**config.mk**
```make
export PLATFORM = sky130hd
export DESIGN_NAME = clk_div_prog_flat
export DESIGN_NICKNAME = d
export VERILOG_FILES = /design/src/rtl/clk_div_prog_if.sv /design/src/rtl/clk_div_prog.sv /design/src/flat_wrapper.sv
export SDC_FILE = /design/constraint.sdc
export NUM_CORES = 1
export LEC_CHECK = 0
export ABC_AREA = 1
export CORE_MARGIN = 3
export CORE_UTILIZATION = 60
export DETAILED_ROUTE_END_ITERATION = 12
export HOLD_SLACK_MARGIN = 0.06
export PLACE_DENSITY = 0.95
export SLEW_MARGIN = 5
export SYNTH_ARGS = -nofsm -noshare
export SYNTH_HDL_FRONTEND = slang
export SYNTH_SLANG_ARGS = --single-unit
```
**constraint.sdc**
```tcl
create_clock -name speed_clock -period 6.85 [get_ports speed_clock]
set_clock_uncertainty 0.1 [all_clocks]
set_input_delay 1.37 -clock speed_clock [delete_from_list [all_inputs] [get_ports speed_clock]]
set_output_delay 1.37 -clock speed_clock [all_outputs]
set_load 0.01 [all_outputs]
```
**src/rtl/clk_div_prog_if.sv**
```systemverilog
// Control/status bundle for the programmable clock divider.
// The master drives enable, clear and divisor loads; the slave (the divider)
// returns the divided clock, strobes and the live counter value.
interface clk_div_prog_if #(
  parameter int WIDTH = 27
);
  logic             enable;
  logic             sync_clr;
  logic [WIDTH-1:0] div_value;
  logic             div_load;
  logic             load_ack;
  logic             load_err;
  logic             low_clock;
  logic             tick;
  logic [WIDTH-1:0] count;

  modport master (
    output enable, sync_clr, div_value, div_load,
    input  load_ack, load_err, low_clock, tick, count
  );

  modport slave (
    input  enable, sync_clr, div_value, div_load,
    output load_ack, load_err, low_clock, tick, count
  );
endinterface

```
**src/rtl/clk_div_prog.sv**
```systemverilog
// Programmable clock divider / clock-enable generator.
// div_r holds the half-period of low_clock in speed_clock cycles. New divisors
// are captured into a shadow register and only take effect at a period
// boundary (terminal count), or immediately when counting is disabled, so
// low_clock never produces a runt pulse.
module clk_div_prog #(
  parameter int WIDTH       = 27,
  parameter int DEFAULT_DIV = 25000000
) (
  input  logic                speed_clock,
  input  logic                reset,
  clk_div_prog_if.slave       bus
);

  localparam logic [WIDTH-1:0] DIV_INIT = WIDTH'(DEFAULT_DIV);
  localparam logic [WIDTH-1:0] ONE      = {{(WIDTH-1){1'b0}}, 1'b1};
  localparam logic [WIDTH-1:0] ZERO     = {WIDTH{1'b0}};

  logic [WIDTH-1:0] cont_r,    cont_s;
  logic [WIDTH-1:0] div_r,     div_s;
  logic [WIDTH-1:0] shadow_r,  shadow_s;
  logic             pending_r, pending_s;
  logic             low_r,     low_s;
  logic             tick_r,    tick_s;
  logic             ack_r,     ack_s;
  logic             err_r,     err_s;
  logic             terminal_s;
  logic             capture_s;

  // Next-state logic: sync_clr beats divisor apply, which beats normal counting;
  // load capture runs after the apply so a same-edge load re-arms pending.
  always_comb begin
    terminal_s = bus.enable && (cont_r == (div_r - ONE));
    capture_s  = bus.div_load && (bus.div_value != ZERO);
    cont_s     = cont_r;
    div_s      = div_r;
    shadow_s   = shadow_r;
    pending_s  = pending_r;
    low_s      = low_r;
    tick_s     = 1'b0;
    ack_s      = 1'b0;
    err_s      = bus.div_load && (bus.div_value == ZERO);

    if (bus.sync_clr) begin
      // Phase restart; a pending divisor waits for the next boundary.
      cont_s = ZERO;
      low_s  = 1'b0;
    end else if (terminal_s) begin
      cont_s = ZERO;
      low_s  = ~low_r;
      tick_s = 1'b1;
      if (pending_r) begin
        div_s     = shadow_r;
        pending_s = 1'b0;
        ack_s     = 1'b1;
      end else begin
        div_s     = div_r;
      end
    end else if (bus.enable) begin
      cont_s = cont_r + ONE;
    end else if (pending_r) begin
      // Frozen counter: no period in flight, so apply right away and restart.
      div_s     = shadow_r;
      cont_s    = ZERO;
      pending_s = 1'b0;
      ack_s     = 1'b1;
    end else begin
      cont_s = cont_r;
    end

    if (capture_s) begin
      shadow_s  = bus.div_value;
      pending_s = 1'b1;
    end else begin
      shadow_s  = shadow_r;
    end
  end

  // State register with synchronous active-low reset.
  always_ff @(posedge speed_clock) begin
    if (!reset) begin
      cont_r    <= ZERO;
      div_r     <= DIV_INIT;
      shadow_r  <= ZERO;
      pending_r <= 1'b0;
      low_r     <= 1'b0;
      tick_r    <= 1'b0;
      ack_r     <= 1'b0;
      err_r     <= 1'b0;
    end else begin
      cont_r    <= cont_s;
      div_r     <= div_s;
      shadow_r  <= shadow_s;
      pending_r <= pending_s;
      low_r     <= low_s;
      tick_r    <= tick_s;
      ack_r     <= ack_s;
      err_r     <= err_s;
    end
  end

  assign bus.count     = cont_r;
  assign bus.low_clock = low_r;
  assign bus.tick      = tick_r;
  assign bus.load_ack  = ack_r;
  assign bus.load_err  = err_r;

endmodule

```
**src/flat_wrapper.sv**
```systemverilog
// flat-port wrapper written by rule: the top's interface ports become plain ports
module clk_div_prog_flat 
#(
  parameter int WIDTH       = 27,
  parameter int DEFAULT_DIV = 25000000
)
  (speed_clock, reset, bus_enable, bus_sync_clr, bus_div_value, bus_div_load, bus_load_ack, bus_load_err, bus_low_clock, bus_tick, bus_count);
  clk_div_prog_if #(.WIDTH(WIDTH)) bus_i ();
  input  logic speed_clock;
  input  logic reset;
  input wire logic [$bits(bus_i.enable)-1:0] bus_enable;
  input wire logic [$bits(bus_i.sync_clr)-1:0] bus_sync_clr;
  input wire logic [$bits(bus_i.div_value)-1:0] bus_div_value;
  input wire logic [$bits(bus_i.div_load)-1:0] bus_div_load;
  output wire logic [$bits(bus_i.load_ack)-1:0] bus_load_ack;
  output wire logic [$bits(bus_i.load_err)-1:0] bus_load_err;
  output wire logic [$bits(bus_i.low_clock)-1:0] bus_low_clock;
  output wire logic [$bits(bus_i.tick)-1:0] bus_tick;
  output wire logic [$bits(bus_i.count)-1:0] bus_count;
  assign bus_i.enable = bus_enable;
  assign bus_i.sync_clr = bus_sync_clr;
  assign bus_i.div_value = bus_div_value;
  assign bus_i.div_load = bus_div_load;
  assign bus_load_ack = bus_i.load_ack;
  assign bus_load_err = bus_i.load_err;
  assign bus_low_clock = bus_i.low_clock;
  assign bus_tick = bus_i.tick;
  assign bus_count = bus_i.count;
  clk_div_prog #(.WIDTH(WIDTH), .DEFAULT_DIV(DEFAULT_DIV)) u_core (.speed_clock(speed_clock), .reset(reset), .bus(bus_i));
endmodule
```
# Word-level counts from Yosys, hierarchy flattened
# Index checks and enable logic that the tools add are counted.
[totals]
register_bits = 86
elab_cells = 40
output_inout_bits = 31
[classes]
n_bitwise = 3
n_addsub = 2
mux = 13
n_eq_ne = 4
n_reduce_logical = 10
[op_table]
columns = ["cell", "count"]
rows = [
  ["$mux W27", 5],
  ["$add A27 B1 Y27 const B", 1],
  ["$eq A27 B27 Y1", 1],
  ["$logic_not A27 Y1", 1],
  ["$reduce_bool A27 Y1", 1],
  ["$sub A27 B1 Y27 const B", 1],
  ["$mux W1", 8],
  ["$ne A2 B1 Y1 const B", 2],
  ["$reduce_and A2 Y1", 2],
  ["$logic_and A1 B1 Y1", 3],
  ["$ne A3 B1 Y1 const B", 1],
  ["$not A1 Y1", 3],
  ["$reduce_or A3 Y1", 1],
  ["$reduce_bool A2 Y1", 1],
  ["$reduce_or A2 Y1", 1],
]

# Longest topological paths before layout
# Gate-level depths: netlist of run 1.
[logic_depth]
depth_word = 6
ltp_mapped = 19
ltp_nobuf = 18

# Worst setup path before layout of run 1
# No wires, ideal clock.
[synth_path]
path_kind = "input to register"
from = "in bus_enable"
to = "reg u_core.cont_r[24], in the netlist u_core.bus.count[24]"
required_time_ns = 6.686
setup_slack_ns = 3.877
stages = 12
path_buffers = 1
arrival_ns = 2.809
path_cell_list = "buf_4 -> inv_1 -> nor3_2 -> inv_1 -> nor2_2 -> nand2_1 -> nor2_2 -> nand3_1 -> nor2_1 -> nand2_1 -> mux2_2 -> nor2_1"
[synth_via]
elab_chain_cells = 2
[synth_lines]
columns = ["element", "line", "source"]
rows = [
  ["start, declared", "flat_wrapper.sv:11", "input wire logic [$bits(bus_i.enable)-1:0] bus_enable;"],
  ["$logic_and A1 B1 Y1", "clk_div_prog.sv:33", "terminal_s = bus.enable && (cont_r == (div_r - ONE));"],
  ["$reduce_or A3 Y1 (no source line)", "n/a", ""],
  ["end signal, assigned", "clk_div_prog.sv:91", "cont_r <= cont_s;"],
  ["end, declared", "clk_div_prog.sv:19", "logic [WIDTH-1:0] cont_r, cont_s;"],
]
# Several ways; a longest one is shown, not always the timed one.
# A chain may end at the register's enable or synchronous reset.

# Worst setup path in the final report of run 1
[layout_path]
from = "reg u_core.div_r[0]"
to = "reg u_core.div_r[22]"
[layout_via]
elab_chain_cells = 5
[layout_lines]
columns = ["element", "line", "source"]
rows = [
  ["start, declared", "clk_div_prog.sv:20", "logic [WIDTH-1:0] div_r, div_s;"],
  ["start signal, assigned", "clk_div_prog.sv:92", "div_r <= div_s;"],
  ["$sub A27 B1 Y27 (*)", "clk_div_prog.sv:33", ""],
  ["$eq A27 B27 Y1 (*)", "clk_div_prog.sv:33", ""],
  ["$logic_and A1 B1 Y1 (*)", "clk_div_prog.sv:33", ""],
  ["$ne A2 B1 Y1 (no source line)", "n/a", ""],
  ["$reduce_and A2 Y1 (no source line)", "n/a", ""],
]
# Every way passes the cells marked *; elsewhere a longest branch is shown, timed or not.

==> flow_summary.json, run 1 <==
{
  "pwr-share-clk_pct": 33.9,
  "finalCritPeriodShare_pct": 50.3,
  "slew_viol_final": 0,
  "fmax_ghz": 0.290,
  "drt_iter0_markers": 364,
  "ir_worst_vdd_mv": 0.125,
  "finalWirelength_mm": 12.4,
  "fp.coreArea_um2": 8260,
  "dieArea_um2": 9690,
  "critPathMaxFanout": 29,
  "io_pins": 63,
  "syn_inst": 818,
  "clkSinkCount": 86,
  "path_common_cell": "nand2_1",
  "internal_power_mw": 0.710,
  "grt_max_degree": 57,
  "finalHoldViolations": 0,
  "via_count": 5342,
  "powerDensity_nw_per_um2": 171,
  "netlist_area_um2": 5130,
  "tightestPinTransition_ns": 0.817,
  "worstPathArrival_ns": 3.58,
  "avgSynthCellArea_um2": 6.27,
  "grt_usage_pct": 26.2,
  "synthDistinctLibCells": 35,
  "io_buffers": 62,
  "rr_worst_depth": 15,
  "syn2layout_area_growth_pct": 15.7,
  "setup_viol": 0,
  "yosysWarnings": 0,
  "cts_buffer_depth": 2,
  "ys.flop_type": "dfxtp_1",
  "drv_cap": 0,
  "grt_pass1_vias": 4759,
  "holdBufCountCts": 0,
  "r2r-start": "u_core.div_r[0]",
  "cp_cell_sequence": "inv_1, ha_1, nand2_2, nor2_2, nand2_1, nor2_1, nand2_1, nand2_1, nand4_1, nor2_1, nand3_1, nand2_2, nand3_4, nand2_1, nand3_1",
  "antenna_found_initial": 0,
  "ctsHtreeMaxLevel": 3,
  "hold_depth": 2,
  "tritoncts": "yes",
  "status": "finished, final reports clean",
  "post_cts_resize_count": 0,
  "dieHeight_um": 98.4,
  "cts_buffers": 9,
  "nets": 901,
  "combPwrFrac_pct": 13.5,
  "drt_first_pass_iters": 5,
  "diodes": 0,
  "cp-startpoint": "u_core.div_r[0]",
  "post-place-ws_ns": 3.03,
  "globalRouteOverflowTotal": 0,
  "rsz0062_at_grt": "no",
  "rows": 33,
  "period_needed_ns": 3.45,
  "swShare_pct": 29.9,
  "critPathBufInv": 1,
  "synth_seq_area_share_pct": 33.6,
  "maxSlewHeadroom_pct": 45.5,
  "finalSetupTns_ns": 0,
  "ctsRootBufferMaster": "clkbuf_8",
  "critPathLaunchType": "flop",
  "synth_fp_nets": 852,
  "postCtsSetupRepairBufs": 0,
  "hp-class": "reg2reg",
  "final_layout_size_suffix_gt1_share_pct": 4.82,
  "setup_ws_ns": 3.40,
  "critPathMaxStageDelay_ns": 0.44,
  "power.leakage_nw": 2.53,
  "via_per_inst": 5.47,
  "criticalPathCategory": "reg2reg",
  "critPathTopFamily": "simple AND/OR/NAND/NOR gates",
  "p_switching_mw": 0.303,
  "end_kind": "flop",
  "dieWidth_um": 98.4,
  "crit_slowest_cell": "nor2_2",
  "synth_enable_flop_cells": 0,
  "seq_power_share_pct": 52.6,
  "dp_hpwl_mm": 9.61,
  "hold_start": "u_core.shadow_r[15]",
  "cp.depth": 15,
  "synth_async_sr_flop_share_pct": 0,
  "routedWlPerCell_um": 12.7,
  "initial_core_util_pct": 62.1,
  "ant_nets": 0,
  "crit_required_ns": 6.99,
  "cts.clk_slew.worst_paths_ns": 0.09,
  "grt_pass1_wl_mm": 21.1,
  "route.detailed.drc": 0,
  "clk_latency_ns": 0.37,
  "gp_congestion": 0.934,
  "ys_seq_elements": 86
}
[cells in the final DEF, fill, tap and decap left out, types with 9 or more instances in the layout]
cell type        count
nand4_1             41
dfxtp_1             86
nor2_1             132
nor2_2              11
nand2_1            201
clkbuf_8             9
xor2_1              16
xnor2_1             10
nand3_1             43
clkdlybuf4s50_1     62
nor3_1              14
nand3b_1             9
o21ai_0             66
nor4_1               9
inv_1              108
a21oi_1             22
[path summary, 6_finish.rpt]
kind                                             to  slack, ns
worst max-delay path               u_core.div_r[22]       3.40
worst min-delay path            u_core.shadow_r[15]       0.37
worst max register to register     u_core.div_r[22]       3.40
worst min register to register  u_core.shadow_r[15]       0.37
[logic make-up after synthesis]
family	Yosys count	synth area share [%]
muxes	1	0.220
buffers and inverters	136	10.9
and+or+nand+nor	474	41.0
DFF	86	33.6
xor gates and xnor gates	26	4.44
adders and majority gates	2	0.488
AOI/OAI and AO/OA	93	9.39
[Yosys cell counts, types with 4 or more instances]
cell type,count,share of area (%)
nor2_2,11,1.3
nand3b_1,9,1.3
xnor2_1,10,1.7
xor2_1,16,2.7
nand4_1,41,5.0
buf_4,4,0.59
nor2_1,132,9.7
nand2_2,5,0.61
a21oi_1,22,2.1
inv_1,108,7.9
dfxtp_1,86,34
clkbuf_1,13,0.95
buf_6,4,0.88
nor4_1,9,1.1
nand2_1,201,15
nand3_1,43,4.2
o21ai_0,66,6.4
nor3_1,14,1.4
[area by class of cell]
type	instances	area (um2)
clock buffers	10	128
clock inverters	6	53.8
fillers	727	2320
inverters	109	409
multi-input cells	596	2850
flip-flops and latches	86	1720
well taps	105	131
repair buffers	65	643
[per-layer routing]
metal,track usage (%),vias up,share of wire [%]
met5,0,-,0
met4,9.66,0,3.0
met3,5.02,36,7.3
met2,44.0,221,47
met1,33.4,2372,43
li1,-,2713,-
[sequential cells by signal, summed over array words and instances (netlist names)]
register,cells
u_core.bus.count,27
u_core.div_r,27
u_core.shadow_r,27
u_core.bus.load_ack,1
u_core.bus.load_err,1
u_core.bus.low_clock,1
u_core.bus.tick,1
u_core.pending_r,1
[stage by stage]
| stage | hold WS, ns | area (um2) | std cells | power (mW) | utilization, % |
|---|---|---|---|---|---|
| after floorplan | 0.330 | 5130 | 818 | 0.639 | - |
| after global placement | 0.344 | 5750 | 961 | 0.674 | 69.7 |
| after detailed placement | 0.351 | 5750 | 961 | 0.679 | 69.7 |
| after CTS | 0.365 | 5930 | 977 | 1.01 | 71.8 |
| after global routing | 0.383 | 5930 | 977 | 1.06 | 71.8 |
| final | 0.366 | 5930 | 977 | 1.01 | 71.8 |
[power by group through the flow]
stage               logic [mW]  clock network [mW]  registers, mW
floorplan               0.0981                   0          0.540
global placement         0.132                   0          0.543
detailed placement       0.135                   0          0.544
CTS                      0.136               0.344          0.532
global route             0.156               0.364          0.535
finish                   0.137               0.343          0.532
[worst min-delay path, cell delays in order, from the launching register on]
cell     delay (ns)
dfxtp_1        0.31
inv_1          0.06
a21oi_1        0.06
(Power assumes the default switching activity.)
==> run 2: changes to the inputs <==
--- a/config.mk
+++ b/config.mk
@@ -7,10 +7,10 @@
 export LEC_CHECK = 0
 export ABC_AREA = 1
 export CORE_MARGIN = 3
-export CORE_UTILIZATION = 60
+export CORE_UTILIZATION = 56
 export DETAILED_ROUTE_END_ITERATION = 12
 export HOLD_SLACK_MARGIN = 0.06
-export PLACE_DENSITY = 0.95
+export PLACE_DENSITY = 0.9
 export SLEW_MARGIN = 5
 export SYNTH_ARGS = -nofsm -noshare
 export SYNTH_HDL_FRONTEND = slang
==> constraint.sdc (replaced) <==
create_clock -name speed_clock -period 3.4 [get_ports speed_clock]
set_clock_uncertainty 0.1 [all_clocks]
set_input_delay 0.68 -clock speed_clock [delete_from_list [all_inputs] [get_ports speed_clock]]
set_output_delay 0.68 -clock speed_clock [all_outputs]
set_load 0.01 [all_outputs]
==> run 2 against run 1 <==
  * Worst setup slack worse by 2.9 ns
  * Clock-buffer cell count down 1
  * Die area rose by 6.7%
  * First-iteration DRC count rose by 8.8%
  * Sequential power grew 100%
  * Register-to-register slack got worse by 2.9 ns
  * Via count shrank 2.2%
  * Fmax increased by 20%
  * Sequential cell count stayed put
  * Critical endpoint is now u_core.bus.count[16]
  * Largest cell class unchanged
  * Largest power group unchanged
  * Highest routed layer unchanged
==> flow_summary.json, run 2 (synthesized netlist as in run 1, its figures left out) <==
{
  "rows": 34,
  "diodes": 0,
  "r2r_setup_slack_ns": 0.53,
  "power.leakage_nw": 2.55,
  "syn2layout_area_growth_pct": 16.6,
  "initial_core_util_pct": 58.2,
  "cts_buffers": 9,
  "finalHoldViolations": 0,
  "final_layout_size_suffix_gt1_share_pct": 5.26,
  "dieWidth_um": 102,
  "criticalPathCategory": "reg2reg",
  "grt_max_degree": 56,
  "tightestPinTransition_ns": 0.556,
  "ir_worst_vdd_mv": 0.254,
  "dieArea_um2": 10300,
  "grt_pass1_wl_mm": 20.9,
  "drv_cap": 0,
  "dp_hpwl_mm": 9.30,
  "via_count": 5226,
  "maxSlewHeadroom_pct": 62.6,
  "nets": 905,
  "status": "finished, final reports clean",
  "io_pins": 63,
  "critPathLaunchType": "flop",
  "tritoncts": "yes",
  "grt_pass1_vias": 4734,
  "crit_required_ns": 3.54,
  "clkSinkCount": 86,
  "ant_nets": 0,
  "postCtsSetupRepairBufs": 0,
  "cts.clk_slew.worst_paths_ns": 0.09,
  "rsz0062_at_grt": "no",
  "holdBufCountCts": 0,
  "finalWirelength_mm": 12.5,
  "gp_congestion": 0.911,
  "critPathMaxFanout": 27,
  "dieHeight_um": 102,
  "ctsRootBufferMaster": "clkbuf_8",
  "r2r-end": "u_core.bus.count[16]",
  "io_buffers": 62,
  "fillers": 802,
  "setup_viol": 0,
  "cp-startpoint": "u_core.div_r[0]",
  "drt_iter0_markers": 396,
  "via_per_inst": 5.32,
  "fp.coreArea_um2": 8810,
  "antenna_found_initial": 0,
  "globalRouteOverflowTotal": 0,
  "slew_viol_final": 0,
  "worstPathArrival_ns": 3.01,
  "endpoint": "u_core.bus.count[16]",
  "fmax_ghz": 0.348,
  "rr_worst_depth": 13,
  "finalSetupTns_ns": 0,
  "r2r-start": "u_core.div_r[0]",
  "power_mw": 2.09,
  "post_cts_resize_count": 0,
  "drt_first_pass_iters": 6,
  "finalCritPeriodShare_pct": 84.4,
  "hp-class": "reg2reg",
  "period_needed_ns": 2.87,
  "mostFrequentLayoutCell": "nand2_1",
  "end_kind": "flop",
  "mostFrequentLayoutCells": "nand2_1 (201), nor2_1 (132), inv_1 (108), dfxtp_1 (86), o21ai_0 (66)",
  "ctsHtreeMaxLevel": 3,
  "regArea_um2": 1720,
  "routedWlPerCell_um": 12.7,
  "route.detailed.drc": 0,
  "grt_usage_pct": 24.9,
  "clk_latency_ns": 0.36,
  "powerDensity_nw_per_um2": 349,
  "cts_buffer_depth": 2,
  "multiInputGateArea_um2": 2850
}
run 2: changes by cell type in the layout (fill, tap and decap cells not counted), sizes merged:
cell,delta
buf,+4
bufinv,+1
clkbuf,-1
clkinv,-2
clkinvlp,+2
inv,-1
run 2: worst max-delay path, cell delays in order (launching register included):
cell,delay [ns]
dfxtp_1,0.33
inv_1,0.11
ha_1,0.23
nand2_2,0.12
nor2_2,0.41
nand2_2,0.12
o21bai_2,0.13
nand2_1,0.08
nor3b_1,0.19
nand3_1,0.09
nor2_1,0.14
nand3_1,0.16
nand2_2,0.44
nor2_1,0.08
run 2: final cells by class:
cell class,count,share of cell area (%)
multi-input cells,596,47.6
flip-flops and latches,86,28.8
repair buffers,69,11.3
inverters,109,6.84
well taps,108,2.26
clock buffers,9,2.07
clock inverters,6,1.17
run 2: worst min path at each step:
stage                             start             endpoint  slack (ns)  cells past startpoint
CTS                  u_core.shadow_r[5]   u_core.shadow_r[5]        0.36                      2
floorplan           u_core.shadow_r[10]  u_core.shadow_r[10]        0.33                      2
detailed placement   u_core.shadow_r[5]   u_core.shadow_r[5]        0.35                      2
global placement     u_core.shadow_r[5]   u_core.shadow_r[5]        0.34                      2
finish               u_core.shadow_r[5]   u_core.shadow_r[5]        0.36                      2
global route         u_core.shadow_r[7]   u_core.shadow_r[7]        0.38                      2
run 2: power breakdown:
group / internal, mW / total [mW] / switching, mW
Sequential: 1.04 / 1.07 / 0.0279
Clock: 0.341 / 0.733 / 0.392
Combinational: 0.109 / 0.282 / 0.173
Total: 1.49 / 2.09 / 0.593
run 2: through the flow:
| step | hold slack [ns] | cells | instance area, um2 | utilization [%] | setup slack, ns |
|---|---|---|---|---|---|
| floorplan | 0.330 | 818 | 5130 | - | 1.12 |
| global placement | 0.342 | 968 | 5790 | 65.7 | 0.504 |
| detailed placement | 0.348 | 968 | 5790 | 65.7 | 0.474 |
| CTS | 0.361 | 983 | 5980 | 67.9 | 0.547 |
| global route | 0.380 | 983 | 5980 | 67.9 | 0.258 |
| finish | 0.361 | 983 | 5980 | 67.9 | 0.530 |
run 2: routing by layer:
metal  vias to the layer above  routed length (um)  global-route usage [%]
li1                       2715                   -                       -
met1                      2276                5610                    33.8
met2                       203                5640                    39.8
met3                        32                 882                    3.24
met4                         0                 316                    10.2
met5                         -                   0                       0
